$ cat config.mk
export PLATFORM = sky130hd
export DESIGN_NAME = mixcolumn_enc_serial
export DESIGN_NICKNAME = d
export VERILOG_FILES = /design/src/rtl/mixcolumn_enc_serial.sv
export SDC_FILE = /design/constraint.sdc
export NUM_CORES = 1
export LEC_CHECK = 0
export ABC_CLOCK_PERIOD_IN_PS = 2800
export BUFFER_PORTS_ARGS = -buffer_cell sky130_fd_sc_hd__buf_2
export CORE_AREA = 2 2 174 176
export CTS_CLUSTER_SIZE = 16
export DETAILED_ROUTE_END_ITERATION = 10
export DIE_AREA = 0 0 176 178
export PLACE_DENSITY = 0.88
export SYNTH_ARGS = -nofsm -noshare
export SYNTH_HDL_FRONTEND = slang
export SYNTH_SLANG_ARGS = --single-unit
$ cat constraint.sdc
create_clock -name clk -period 2.8 [get_ports clk]
set_input_delay 0.28 -clock clk [delete_from_list [all_inputs] [get_ports clk]]
set_output_delay 0.28 -clock clk [all_outputs]
set_load 0.02 [all_outputs]
$ cat src/rtl/mixcolumn_enc_serial.sv
// mixcolumn_enc_serial
// Forward AES MixColumns engine for the encrypt datapath. One 128-bit state is
// accepted through a valid/ready handshake, COLS_PER_CYCLE columns are mixed per
// clock, and the finished state is presented on a valid/ready output port.
// The final AES round skips MixColumns. It still takes the same FSM path and the
// same number of cycles, so the timing never depends on the data or on the mode.

module mixcolumn_enc_serial #(
    parameter int COLS_PER_CYCLE = 1
) (
    input  logic         clk,
    input  logic         rst,
    input  logic         in_valid,
    output logic         in_ready,
    input  logic [127:0] b,
    input  logic         final_round,
    output logic         out_valid,
    input  logic         out_ready,
    output logic [127:0] mixcolumn,
    output logic         busy
);

    generate
        if (COLS_PER_CYCLE != 1 && COLS_PER_CYCLE != 2 && COLS_PER_CYCLE != 4) begin : g_bad_cols
            $error("mixcolumn_enc_serial: COLS_PER_CYCLE must be 1, 2 or 4");
        end
    endgenerate

    // Counter value of the pass that writes the last group of columns, and the
    // stride between passes. With four columns per clock the stride wraps to 0,
    // which is harmless because the first pass is also the last one.
    localparam logic [1:0] LAST_COUNT = 2'(4 - COLS_PER_CYCLE);
    localparam logic [1:0] COUNT_STEP = 2'(COLS_PER_CYCLE);

    typedef enum logic [1:0] {
        IDLE = 2'd0,
        BUSY = 2'd1,
        DONE = 2'd2
    } state_t;

    state_t           state;
    logic [1:0]       counter;
    logic             final_reg;

    // Column 0 sits at the MSB end, matching the byte/column packing of b.
    logic [0:3][31:0] src_cols;
    logic [0:3][31:0] work_cols;
    logic [0:3][31:0] work_next;

    logic [1:0]       col_idx;
    logic [31:0]      col_in;
    logic [31:0]      col_out;

    // Multiply by x in GF(2^8) modulo x^8+x^4+x^3+x+1.
    function automatic logic [7:0] xtime(input logic [7:0] x);
        return {x[6:0], 1'b0} ^ (x[7] ? 8'h1b : 8'h00);
    endfunction

    // Multiply one column by the forward MixColumns matrix. Byte 0 is in the top byte.
    function automatic logic [31:0] mix_column(input logic [31:0] a);
        logic [7:0] a0;
        logic [7:0] a1;
        logic [7:0] a2;
        logic [7:0] a3;
        logic [7:0] o0;
        logic [7:0] o1;
        logic [7:0] o2;
        logic [7:0] o3;
        a0 = a[31:24];
        a1 = a[23:16];
        a2 = a[15:8];
        a3 = a[7:0];
        o0 = xtime(a0) ^ (xtime(a1) ^ a1) ^ a2 ^ a3;
        o1 = a0 ^ xtime(a1) ^ (xtime(a2) ^ a2) ^ a3;
        o2 = a0 ^ a1 ^ xtime(a2) ^ (xtime(a3) ^ a3);
        o3 = (xtime(a0) ^ a0) ^ a1 ^ a2 ^ xtime(a3);
        return {o0, o1, o2, o3};
    endfunction

    // Mix the group of columns selected by the counter. The mixed value is always
    // computed, and final_reg only picks between it and the untouched column.
    always_comb begin
        work_next = work_cols;
        col_idx   = counter;
        col_in    = '0;
        col_out   = '0;
        for (int k = 0; k < COLS_PER_CYCLE; k++) begin
            col_idx            = counter + 2'(k);
            col_in             = src_cols[col_idx];
            col_out            = mix_column(col_in);
            work_next[col_idx] = final_reg ? col_in : col_out;
        end
    end

    // Handshake FSM. All outputs are registered. mixcolumn is loaded only when a
    // whole state is finished, so it keeps the previous result until a new one
    // replaces it.
    always_ff @(posedge clk) begin
        if (rst) begin
            state     <= IDLE;
            in_ready  <= 1'b1;
            out_valid <= 1'b0;
            busy      <= 1'b0;
            mixcolumn <= '0;
            counter   <= '0;
            final_reg <= 1'b0;
            src_cols  <= '0;
            work_cols <= '0;
        end else begin
            case (state)
                IDLE: begin
                    if (in_valid && in_ready) begin
                        src_cols  <= b;
                        final_reg <= final_round;
                        counter   <= '0;
                        in_ready  <= 1'b0;
                        busy      <= 1'b1;
                        state     <= BUSY;
                    end
                end
                BUSY: begin
                    work_cols <= work_next;
                    if (counter == LAST_COUNT) begin
                        mixcolumn <= work_next;
                        out_valid <= 1'b1;
                        counter   <= '0;
                        state     <= DONE;
                    end else begin
                        counter <= counter + COUNT_STEP;
                    end
                end
                DONE: begin
                    if (out_ready) begin
                        out_valid <= 1'b0;
                        busy      <= 1'b0;
                        in_ready  <= 1'b1;
                        state     <= IDLE;
                    end
                end
                default: begin
                    out_valid <= 1'b0;
                    busy      <= 1'b0;
                    in_ready  <= 1'b1;
                    counter   <= '0;
                    state     <= IDLE;
                end
            endcase
        end
    end

endmodule

==> flow_summary.toml <==
[layout]
layout-area-overhead-vs-synth_pct = 21.5
fillCellCount = 2125
multiInputGateArea_sq_um = 8360
drive_gt1_share_pct = 24.3
final_nets = 2062
layoutNonFillerInstCount = 2342
seq_area_sq_um = 7210
antenna_cells = 0
final_core_utilization_pct = 66.3
layout_top_registers = "mixcolumn (128), src_cols (128), work_cols (96)"

[die]
die_height_um = 178
floorplan.die_area_sq_um = 31300
placeableCoreArea_sq_um = 29400
die_w_um = 176
floorplan.rows = 63
initial_utilization_pct = 54.6
pin_count = 264

[clock_network]
htreeDepth = 2
clock_insertion_delay_at_the_later_pin_of_the_skew_report_ns = 0.52
cts_made_buffers = 37
num_clock_sinks = 360
cts_tree = "built"
cts_root_buf = "sky130_fd_sc_hd__clkbuf_16"
clk_path_buf_depth = 3
clk_pin_slew_ns = 0.06

[timing]
unrepaired_setup_endpoints_after_global_routing = "true"
timing_max_transition_violations_final = 0
timing.final.hold_violations = 0
fin_worst_skew_ns = 0.0137
timing.fmax_mhz = 359
max-slew-margin-rel_pct = 28.5
finalHoldWorstSlack_ns = 0.00328
final.min_clock_period_ns = 2.79
finalSetupViolCount = 0
fin_crit_sh_pct = 99.6
slew_at_the_pin_with_the_worst_max_slew_slack_ns = 1.07

[grt]
grt_util_met3_pct = 6.39
grtUsageMet1_pct = 37.6
antenna_found_initial = 0
gr-total-overflow = 0
track_usage_pct = 30.3
grt_pass1_vias = 13645
grt_pass1_wl_um = 74400
grt_start_max_net_pins = 233
grt_use_met2_pct = 50.8
gr-max-usage-layer = "met2"

[power_and_ir_drop]
power.combinational.fraction_pct = 20.9
switching_power_mw = 3.73
power_frac_seq_pct = 41.9
switching_share_pct = 28.5
vdd_drop_max_mv = 0.481
power.share.clock_pct = 37.3
cellInternalPower_mw = 9.34
p_leak_nw = 8.00
power_density_relative_to_cell_area_nw_per_um2 = 670
power.total_mw = 13.1

[yosys]
synth.area.top_cells = "sky130_fd_sc_hd__dfxtp_1, sky130_fd_sc_hd__nand2_1, sky130_fd_sc_hd__mux2i_1"
dominant_combinational_cell_family_by_area_after_synthesis = "compound AO/OA/AOI/OAI gates"
syn_area_per_cell_sq_um = 9.54
yosysMostFrequentCell = "sky130_fd_sc_hd__dfxtp_1"
synth_enable_flop_cells = 0
ys_dominant_reg_cell = "sky130_fd_sc_hd__dfxtp_1"
postSynthCellCount = 1682
synth_compound_area_share_pct = 18.4
area_share_of_xor_xnor_cells_in_the_synthesized_design_pct = 8.06
top_area_cell_type_share_of_the_netlist_area_pct = 44.9
asyncSetResetFlopFracSynth_pct = 0
yosys_warns = 0
area_of_the_mapped_netlist_sq_um = 16000
distinct_cell_type_count_after_synthesis = 49
synth.top_cells.by_count = "sky130_fd_sc_hd__dfxtp_1, sky130_fd_sc_hd__nand2_1, sky130_fd_sc_hd__nor2_1"
net_count_of_the_mapped_netlist = 1819
post_synth_and_or_nand_nor_area_fraction_pct = 13.3
synth-seq-cells = 360
yosys.area.top_type = "sky130_fd_sc_hd__dfxtp_1"
yosys.area_share.adder_pct = 0.312
synth-seq-area-share_pct = 44.9
yosys-mux-area-fraction_pct = 10.7

[status]
status = "complete, no violations"

[place]
numPortBuffers = 263
dp.cells = 2244
place.gp.congestion = 0.933
detailed_place_hpwl_um = 32100

[route]
totalWireLength_um = 49500
drt_iter0_markers = 1536
post_drt_wl_per_cell_um = 21.1
drt-vias-per-instance = 6.07
drc_errors = 0
via_count = 14216
drtPass1Iterations = 6
ant_nets = 0

[worst_setup_path]
worst_path_arrival_time_ns = 3.20
timing_worst_setup_path_type = "flop to flop"
endpoint_kind = "flop"
crit_fanout = 18
required_ns = 3.21
crit_path_start_kind = "flop"

[flow_run]
maxCapViolations = 0

[worst_hold_path]
timing.hold.worst.class = "primary input to flop"
metal layers:
metal | vias up | routed length [um] | part of all wire [%]
li1 | 6408 | - | -
met1 | 6746 | 18300 | 37
met2 | 907 | 23600 | 48
met3 | 155 | 5380 | 11
met4 | 0 | 2170 | 4.4
met5 | - | 0 | 0
per-stage QoR:
step / TNS [ns] / instance area [sq um] / setup WS (ns)
2_1_floorplan: 0 / 16000 / 0.248
3_3_place_gp: 0 / 17800 / 0.0137
3_5_place_dp: -0.469 / 17800 / -0.0952
4_1_cts: 0 / 19300 / 0.0145
5_1_grt: -0.223 / 19500 / -0.0392
6_report: 0 / 19500 / 0.0109
critical path, cell delays in order, from the launching register on:
cell and delay, ns:
sky130_fd_sc_hd__dfxtp_2 0.37, sky130_fd_sc_hd__buf_12 0.19, sky130_fd_sc_hd__mux4_1 0.56, sky130_fd_sc_hd__buf_4 0.21, sky130_fd_sc_hd__xnor2_4 0.28, sky130_fd_sc_hd__xnor3_1 0.60
sky130_fd_sc_hd__a22o_1 0.30, sky130_fd_sc_hd__a21o_1 0.16
final cells by class:
type                       instances  area share (%)
tap                              390            2.50
sequential                       360            37.0
clock inverter                    12           0.507
timing repair buffer             354            11.4
clock buffer                      54            5.65
multi-input combinational       1168            42.9
inverter                           4          0.0770
worst paths after layout:
check,start,to,slack (ns),cells past startpoint
max reg2reg,counter[0],mixcolumn[11],0.01,7
max,counter[0],mixcolumn[11],0.01,7
min reg2reg,mixcolumn[2],mixcolumn[2],0.44,2
min,b[46],src_cols[46],0.003,3
power groups by stage:
stage / registers (mW) / logic (mW) / clock network [mW]
floorplan: 5.52 / 1.70 / 0
global placement: 5.56 / 2.39 / 0
detailed placement: 5.57 / 2.46 / 0
CTS: 5.46 / 2.55 / 4.88
global route: 5.48 / 2.88 / 5.10
finish: 5.47 / 2.73 / 4.87
placed cells by master (no fill, tap or decap), types with 13 or more instances in the layout:
cell type / instances
sky130_fd_sc_hd__a211oi_1: 83
sky130_fd_sc_hd__a21oi_1: 149
sky130_fd_sc_hd__a221o_1: 75
sky130_fd_sc_hd__and2_1: 37
sky130_fd_sc_hd__buf_2: 262
sky130_fd_sc_hd__buf_4: 50
sky130_fd_sc_hd__clkbuf_16: 39
sky130_fd_sc_hd__dfxtp_1: 359
sky130_fd_sc_hd__dlygate4sd3_1: 29
sky130_fd_sc_hd__mux2i_1: 96
sky130_fd_sc_hd__mux4_2: 23
sky130_fd_sc_hd__nand2_1: 312
sky130_fd_sc_hd__nor2_1: 174
sky130_fd_sc_hd__o21ai_0: 28
sky130_fd_sc_hd__o21bai_1: 13
sky130_fd_sc_hd__o221ai_1: 21
sky130_fd_sc_hd__xnor2_1: 14
sky130_fd_sc_hd__xnor2_2: 19
sky130_fd_sc_hd__xnor3_1: 18
repair_timing:
action                     CTS  global route
hold endpoints to repair    27             2
setup endpoints to repair   18            49
hold buffers                27             2
setup buffers                0             3
gates resized for setup      7            27
gates cloned                 0             0
pin swaps                    1             2
logic make-up (layout without fill, tap and decap cells):
group           after synthesis  count (layout)
flops                       360             360
compound gates              418             418
mux                         128             128
xor+xnor                     84              84
buf+inv                     154             424
fa+ha+maj                     4               4
simple gates                534             534
Power figures use the tool's default switching activity.
